`config.mk`:
```
export PLATFORM = sky130hd
export DESIGN_NAME = nvme_cq_handler
export DESIGN_NICKNAME = d
export VERILOG_FILES = /design/src/rtl/nvme_cq_handler.sv
export SDC_FILE = /design/constraint.sdc
export NUM_CORES = 1
export LEC_CHECK = 0
export CORE_AREA = 2 2 121 123
export DETAILED_ROUTE_END_ITERATION = 16
export DIE_AREA = 0 0 123 125
export PLACE_DENSITY = 0.72
export SYNTH_ARGS = -nofsm -noshare
export SYNTH_HDL_FRONTEND = slang
export SYNTH_SLANG_ARGS = --single-unit
```
`constraint.sdc`:
```
create_clock -name clk -period 3.5 [get_ports clk]
set_input_delay 0.875 -clock clk [delete_from_list [all_inputs] [get_ports clk]]
set_output_delay 0.875 -clock clk [all_outputs]
set_load 0.02 [all_outputs]
```
`src/rtl/nvme_cq_handler.sv`:
```
// nvme_cq_handler: absorbs NVMe CQ entries over AXI4, retires host write responses in command order,
// and rings the CQ head doorbell over AXI-Lite.
module nvme_cq_handler #(
    parameter int          NS_ID_WIDTH   = 4,
    parameter int          NS_ADDR_WIDTH = 32,
    parameter int          NS_DATA_WIDTH = 128,
    parameter int          NL_ADDR_WIDTH = 32,
    parameter int          NL_DATA_WIDTH = 32,
    parameter int          OUTSTANDING   = 16,
    parameter logic [31:0] CQ_DB_ADDR    = 32'h0000_100C
) (
    input  logic                         clk,
    input  logic                         rstn,
    input  logic [NS_ID_WIDTH-1:0]       ns_awid,
    input  logic [NS_ADDR_WIDTH-1:0]     ns_awaddr,
    input  logic [7:0]                   ns_awlen,
    input  logic [2:0]                   ns_awsize,
    input  logic [1:0]                   ns_awburst,
    input  logic                         ns_awvalid,
    output logic                         ns_awready,
    input  logic [NS_DATA_WIDTH-1:0]     ns_wdata,
    input  logic [NS_DATA_WIDTH/8-1:0]   ns_wstrb,
    input  logic                         ns_wlast,
    input  logic                         ns_wvalid,
    output logic                         ns_wready,
    output logic [NS_ID_WIDTH-1:0]       ns_bid,
    output logic [1:0]                   ns_bresp,
    output logic                         ns_bvalid,
    input  logic                         ns_bready,
    output logic [NL_ADDR_WIDTH-1:0]     nl_awaddr,
    output logic                         nl_awvalid,
    input  logic                         nl_awready,
    output logic [NL_DATA_WIDTH-1:0]     nl_wdata,
    output logic [NL_DATA_WIDTH/8-1:0]   nl_wstrb,
    output logic                         nl_wvalid,
    input  logic                         nl_wready,
    input  logic [1:0]                   nl_bresp,
    input  logic                         nl_bvalid,
    output logic                         nl_bready,
    output logic [1:0]                   hp_bresp,
    output logic                         hp_bvalid,
    input  logic                         hp_bready,
    output logic [$clog2(OUTSTANDING)-1:0] cqdb_sqhead,
    output logic [15:0]                  err_count
);
    localparam int IW = $clog2(OUTSTANDING);
    localparam logic [1:0] S_IDLE = 2'd0, S_DATA = 2'd1, S_RESP = 2'd2;
    localparam logic [1:0] D_IDLE = 2'd0, D_SEND = 2'd1, D_WAIT = 2'd2;

    logic [1:0]             s_st, d_st;
    logic [OUTSTANDING-1:0] done, err;
    logic [IW-1:0]          cq_head, db_head, rp, cid;
    logic                   exp_phase, beat, stale, dup, beat_err, nl_err, ret;
    logic [1:0]             err_inc;
    logic [16:0]            err_sum;
    logic                   unused;

    assign beat        = ns_wvalid && ns_wready;
    assign cid         = ns_wdata[96 +: IW];
    assign stale       = ns_wdata[112] != exp_phase;
    // done[rp] is still set in the cycle it retires, so a same-slot beat reads as a duplicate
    assign dup         = done[cid];
    assign beat_err    = beat && (stale || dup);
    assign nl_err      = d_st == D_WAIT && nl_bvalid && nl_bresp != 2'b00;
    assign ret         = hp_bvalid && hp_bready;
    assign err_inc     = {1'b0, beat_err} + {1'b0, nl_err};
    assign err_sum     = {1'b0, err_count} + {15'b0, err_inc};
    assign ns_awready  = s_st == S_IDLE;
    assign ns_wready   = s_st == S_DATA;
    assign ns_bvalid   = s_st == S_RESP;
    assign ns_bresp    = 2'b00;
    assign hp_bvalid   = done[rp];
    assign hp_bresp    = err[rp] ? 2'b10 : 2'b00;
    assign cqdb_sqhead = rp;
    assign nl_bready   = d_st == D_WAIT;
    assign unused      = ^{ns_awaddr, ns_awlen, ns_awsize, ns_awburst, ns_wstrb, ns_wdata};

    always_ff @(posedge clk or negedge rstn) begin
        if (!rstn) begin
            s_st   <= S_IDLE;
            ns_bid <= '0;
        end else if (ns_awvalid && ns_awready) begin
            s_st   <= S_DATA;
            ns_bid <= ns_awid;
        end else if (beat && ns_wlast) begin
            s_st <= S_RESP;
        end else if (ns_bvalid && ns_bready) begin
            s_st <= S_IDLE;
        end
    end

    always_ff @(posedge clk or negedge rstn) begin
        if (!rstn) begin
            done      <= '0;
            err       <= '0;
            cq_head   <= '0;
            exp_phase <= 1'b1;
            rp        <= '0;
            err_count <= '0;
        end else begin
            if (ret) begin
                done[rp] <= 1'b0;
                rp       <= rp + IW'(1);
            end
            if (beat && !stale) begin
                cq_head <= cq_head + IW'(1);
                if (&cq_head) exp_phase <= !exp_phase;
                if (!dup) begin
                    done[cid] <= 1'b1;
                    err[cid]  <= ns_wdata[127:113] != '0;
                end
            end
            err_count <= err_sum[16] ? 16'hFFFF : err_sum[15:0];
        end
    end

    // one doorbell in flight; head moves during SEND/WAIT are picked up by the next write
    always_ff @(posedge clk or negedge rstn) begin
        if (!rstn) begin
            d_st       <= D_IDLE;
            db_head    <= '0;
            nl_awvalid <= 1'b0;
            nl_wvalid  <= 1'b0;
            nl_awaddr  <= '0;
            nl_wdata   <= '0;
            nl_wstrb   <= '0;
        end else if (d_st == D_IDLE) begin
            if (cq_head != db_head) begin
                d_st       <= D_SEND;
                db_head    <= cq_head;
                nl_awvalid <= 1'b1;
                nl_wvalid  <= 1'b1;
                nl_awaddr  <= NL_ADDR_WIDTH'(CQ_DB_ADDR);
                nl_wdata   <= NL_DATA_WIDTH'(cq_head);
                nl_wstrb   <= '1;
            end
        end else if (d_st == D_SEND) begin
            if (nl_awready) nl_awvalid <= 1'b0;
            if (nl_wready) nl_wvalid <= 1'b0;
            if ((!nl_awvalid || nl_awready) && (!nl_wvalid || nl_wready)) d_st <= D_WAIT;
        end else if (nl_bvalid) begin
            d_st <= D_IDLE;
        end
    end
endmodule

```
---- After elaboration in Yosys (flattened, before gate mapping) ----
Cells that the tools add are included.
storage, ports and cells
  bits in latches ......................... 0
  memories kept ........................... 0
  output and inout bits ................... 103
  bits in read-only memories .............. 0
  register bits after elaboration ......... 73
  word-level logic and storage cells ...... 99
  bits in writable memories ............... 0
cells by class
  div/mod/pow operators ................... 0
  add/subtract/negate cells ............... 4
  reduce and logical (&&, ||, !) cells .... 34
  equality and inequality tests ........... 8
  muxes and demuxes ....................... 31
  shift-type cells ........................ 0
  order comparisons ....................... 4
  bitwise gates (word level) .............. 4
  multiply operators ...................... 0
operators with widths
  kind                                                                                 number
  16-bit 2-to-1 mux                                                                    4
  2-bit 2-to-1 mux                                                                     9
  16-bit by 2-bit adder with 17-bit output                                             1
  16-bit AND                                                                           1
  16-bit bitwise mux                                                                   1
  16-bit NOT                                                                           1
  16-bit bitwise OR                                                                    1
  15-bit nonzero test                                                                  1
  1-bit binary-select mux with 4-bit select                                            3
  1-bit logical AND                                                                    12
  1-bit 2-to-1 mux                                                                     12
  4-bit by 5-bit less-than comparator with 1-bit output, second input constant         2
  3-bit AND reduction                                                                  3
  4-bit by 1-bit adder with 4-bit output, second input constant                        2
  1-bit demux with 4-bit select                                                        2
  4-bit by 1-bit greater-or-equal comparator with 1-bit output, second input constant  2
  2-bit nonzero test                                                                   4
  3-bit nonzero test                                                                   2
  5-bit AND reduction                                                                  1
  2-bit by 1-bit equality test with 1-bit output, second input constant                2
  2-bit equality test, second input constant                                           2
  1-bit zero test                                                                      4
  2-bit zero test                                                                      2
  4-bit inequality test                                                                1
  7 further kinds                                                                      10

---- Longest topological paths before layout ----
  depth after elaboration ................. 10
  depth in mapped cells ................... 14
  depth with buffers taken out ............ 12

---- Worst setup path after synthesis ----
No wires, ideal clock.
  kind .................................... input -> register
  from .................................... input port ns_wdata[97]
  to ...................................... register err_count[15]
  setup time .............................. 0.139 ns
  stages .................................. 11
  data arrival time ....................... 3.124 ns
  path buffers ............................ 1
  path slack .............................. 0.236 ns
  required time ........................... 3.361 ns
  path through ............................ buf_4 -> nor2b_1 -> a22oi_1 -> a41o_1 -> o21ai_0 -> fa_1 -> nor2b_1 -> and3_1 -> nor3b_1 -> and3_1 -> a31oi_1
between the ends
  longest elaborated chain between the ends .. 7
ends and longest elaborated chain
  what                                       line  text
  start: declaration                         21    input logic [NS_DATA_WIDTH-1:0] ns_wdata,
  1-bit binary-select mux with 4-bit select  62    assign dup = done[cid];
  1-bit 2-to-1 mux (not written as such)     62
  1-bit logical OR                           63    assign beat_err = beat && (stale || dup);
  1-bit logical AND                          63
  1-bit by 1-bit adder with 2-bit output     66    assign err_inc = {1'b0, beat_err} + {1'b0, nl_err};
  16-bit by 2-bit adder with 17-bit output   67    assign err_sum = {1'b0, err_count} + {15'b0, err_inc};
  16-bit 2-to-1 mux                          113   err_count <= err_sum[16] ? 16'hFFFF : err_sum[15:0];
  end signal: assignment                     113
  end: declaration                           44    output logic [15:0] err_count
No other way between the ends. The select of a mux whose other input is x is not followed.
A chain may end at the register's enable or synchronous reset.

---- Worst setup path in the final report ----
  from .................................... register rp[0] (netlist: cqdb_sqhead[0])
  to ...................................... output port hp_bvalid
between the ends
  longest elaborated chain between the ends .. 2
ends and longest elaborated chain
  what                                       line  text
  start: declaration                         52    logic [IW-1:0] cq_head, db_head, rp, cid;
  start signal: assignment                   103   rp <= rp + IW'(1);
  1-bit binary-select mux with 4-bit select  72    assign hp_bvalid = done[rp];
  1-bit 2-to-1 mux (not written as such)     72
  end: declaration                           41    output logic hp_bvalid,
No other way between the ends. The select of a mux whose other input is x is not followed.

==> flow_summary.json <==
{
  "status": "finished clean",
  "yosysWarningCount": 0,
  "synth_compound_area_frac": 0.08731,
  "cts_tree": "done",
  "synth_fa_ha_area_frac": 0.02227,
  "ios": 308,
  "synth-seq-cells": 72,
  "fin_worst_skew_ns": 0.008761,
  "crit_type": "flip-flop to output pin",
  "hold_start": "err[10]",
  "io_buffers": 78,
  "power_density_nw_per_um2": 721.4,
  "cp-start-kind": "flip-flop",
  "synth-xor-area-share": 0.04307,
  "totalWireLength_mm": 9.494,
  "drtIter0Drc": 118,
  "fin_area_um2": 5456,
  "htreeDepth": 3,
  "yosys.area_share.simple": 0.1447,
  "maxCapViolCount": 0,
  "p_leak_uw": 0.002520,
  "pre_cts_ws_ns": -0.3825,
  "relSlewSlack": 0.5003,
  "vias": 3214,
  "viasPerCell": 4.598,
  "grt_usage": 0.1278,
  "num_rows": 44,
  "wl_per_cell_um": 13.58,
  "async_flop_share": 1.000,
  "antenna_found_initial": 0,
  "hold_viol": 0,
  "post-route-util": 0.3842,
  "slew_viol_final": 0,
  "cts_buffers": 9,
  "setup_viol": 0,
  "syn_inst": 416,
  "grt_pass1_vias": 3281,
  "placed_area_um2": 5149,
  "finalCritPeriodShare": 0.9539,
  "max-vdd-ir-drop_mv": 0.2764,
  "syn_area_per_cell_um2": 10.27,
  "grt_pass1_wl_mm": 15.57,
  "rsz0062_at_grt": "false",
  "gp_congestion": 0.8672,
  "hold_path.class": "flip-flop to flip-flop",
  "cts_num_sinks": 72,
  "ys_seq_area_frac": 0.4222,
  "dieHeight_um": 125,
  "crit_start": "cqdb_sqhead[0]",
  "yosys-mux-area-fraction": 0.1357,
  "core_um2": 14200,
  "grt_max_degree": 41,
  "synth.distinct_cells": 51,
  "tightest_slew_ns": 0.7495,
  "dr.pass1.iters": 4,
  "worstPathMaxFanout": 13,
  "dp_hpwl_mm": 7.332,
  "antenna_cells": 0,
  "fmax_mhz": 299.5,
  "drc": 0,
  "synth_ff_type": "dfrtp_1",
  "fp.dieW_um": 123,
  "nets": 723,
  "cp-end-kind": "output pin",
  "arrival_ns": 2.46,
  "r2r-start": "done[4]",
  "cts-root-buf": "clkbuf_16",
  "syn2layout_area_growth_pct": 27.78,
  "postCtsSetupBuffers": 0,
  "grt.overflow.total": 0,
  "synth_area_um2": 4270,
  "layout-drive-gt1-share": 0.1709,
  "crit_required_ns": 2.62,
  "fin_crit_ns": 3.339,
  "clk_pin_slew_ns": 0.06,
  "fillers": 1402,
  "clockBufferDepth": 2,
  "synth_edf_count": 0,
  "ant_nets": 0,
  "die_area_um2": 15380,
  "setup_ws_ns": 0.1613,
  "hold_buffers": 0,
  "clk_latency_ns": 0.34,
  "synth_top_family_by_area": "simple AND/OR/NAND/NOR gates",
  "start_util": 0.3007
}
path summary, 6_finish.rpt:
| check | endpoint | slack [ns] | cells after the start |
|---|---|---|---|
| setup / recovery | hp_bvalid | 0.16 | 6 |
| hold / removal | err[10] | 0.49 | 1 |
| setup reg to reg | err_count[15] | 1.02 | 12 |
| hold reg to reg | err[10] | 0.49 | 1 |
| max in group asynchronous | cqdb_sqhead[0] | 2.20 | 2 |
| min in group asynchronous | nl_wvalid | 0.61 | 1 |
state kept, by name, indices dropped and copies added (netlist names):
name	flops
done	16
err	16
err_count	16
cq_head	4
cqdb_sqhead	4
nl_wdata	4
ns_bid	4
d_st	2
s_st	2
exp_phase	1
nl_awvalid	1
nl_wstrb	1
nl_wvalid	1
stage by stage:
stage                     hold slack [ns]  total power, uW  TNS, ns  cells
final                              0.4934             3936        0    699
after global routing               0.5172             4194        0    699
after CTS                          0.4987             3956        0    699
after detailed placement           0.4870             3119   -4.171    684
after global placement             0.4687             3060   -3.597    684
after floorplan                    0.4587             2527        0    475
worst max-delay path: stages, from the launching register on:
cell and delay, ns:
dfrtp_2 0.46, buf_4 0.27, mux2i_1 0.14, a22oi_1 0.24
nand3_1 0.29, nand2_1 0.13, clkdlybuf4s50_1 0.60
cells in the mapped netlist, types with 2 or more instances:
library cell	instances	area [um2]
dfrtp_1	71	1777
buf_4	69	518.0
nand2_1	45	168.9
mux2_2	23	259.0
o21ai_0	22	110.1
nand3_1	16	80.08
mux2i_1	14	140.1
xor2_1	13	113.9
inv_1	10	37.54
nor2_1	9	33.78
nor2b_1	9	56.30
nor3_1	9	45.04
xnor2_1	8	70.07
nand2b_1	7	43.79
ha_1	6	75.07
mux4_2	6	135.1
nand4_1	6	37.54
o31ai_1	6	45.04
a31oi_1	5	31.28
and3_1	5	31.28
clkbuf_1	5	18.77
nor4_1	5	31.28
a21oi_1	4	20.02
a22oi_1	4	30.03
mux2_1	4	45.04
and2_1	3	18.77
and2b_1	2	15.01
buf_1	2	7.510
buf_2	2	10.01
buf_6	2	22.52
nand3b_1	2	15.01
o22ai_1	2	12.51
o41ai_1	2	17.52
routing by layer:
| metal | vias to the layer above | wire [um] | track usage |
|---|---|---|---|
| met3 | 23 | 434 | 0.02281 |
| met2 | 115 | 4914 | 0.2164 |
| met5 | - | 0 | 0 |
| met4 | 0 | 368 | 0.07821 |
| li1 | 1525 | - | - |
| met1 | 1551 | 3776 | 0.1481 |
where the power goes:
group / total [uW] / switching (uW) / leakage [uW] / internal, uW
combinational: 1680 / 857 / 0.00147 / 826
clock: 817 / 347 / 0.000123 / 471
sequential: 1440 / 300 / 0.000922 / 1140
total: 3940 / 1500 / 0.00252 / 2430
layout by cell type, fill, tap and decap left out, types with 3 or more instances in the layout:
cell type,netlist,final
a21oi_1,4,4
a22oi_1,4,3
a31oi_1,5,5
and2_1,3,3
and3_1,5,5
buf_4,69,24
clkbuf_16,0,9
clkdlybuf4s50_1,0,77
clkinv_2,0,3
clkinvlp_4,0,3
conb_1,1,60
dfrtp_1,71,70
ha_1,6,5
inv_1,10,10
mux2_1,4,4
mux2_2,23,23
mux2i_1,14,14
mux4_2,6,6
nand2_1,45,45
nand2b_1,7,7
nand3_1,16,15
nand4_1,6,6
nor2_1,9,8
nor2b_1,9,8
nor3_1,9,8
nor4_1,5,5
o21ai_0,22,21
o31ai_1,6,6
xnor2_1,8,8
xor2_1,13,13
layout make-up:
type | instances | area (um2) | share of cell area
multi-input cells | 313 | 2115 | 0.3875
flip-flops and latches | 72 | 1804 | 0.3307
repair buffers | 105 | 1007 | 0.1846
well taps | 184 | 230.2 | 0.04219
clock buffers | 9 | 225.2 | 0.04127
clock inverters | 6 | 37.54 | 0.006879
inverters | 10 | 37.54 | 0.006879
timing repair:
item,CTS,global route
pin swaps,0,1
resized for setup,2,11
endpoints found under the setup margin,2,17
kinds of logic (layout without fill, tap and decap cells):
kind of cell             after synthesis  after routing
multiplexers                          47             47
buffers and inverters                 90            130
adder cells (fa/ha/maj)                7              7
XOR/XNOR                              21             21
AND/OR/NAND/NOR                      123            123
flip-flops                            72             72
other                                  1             60
AO/OA/AOI/OAI                         55             55
Power figures use the tool's default switching activity.
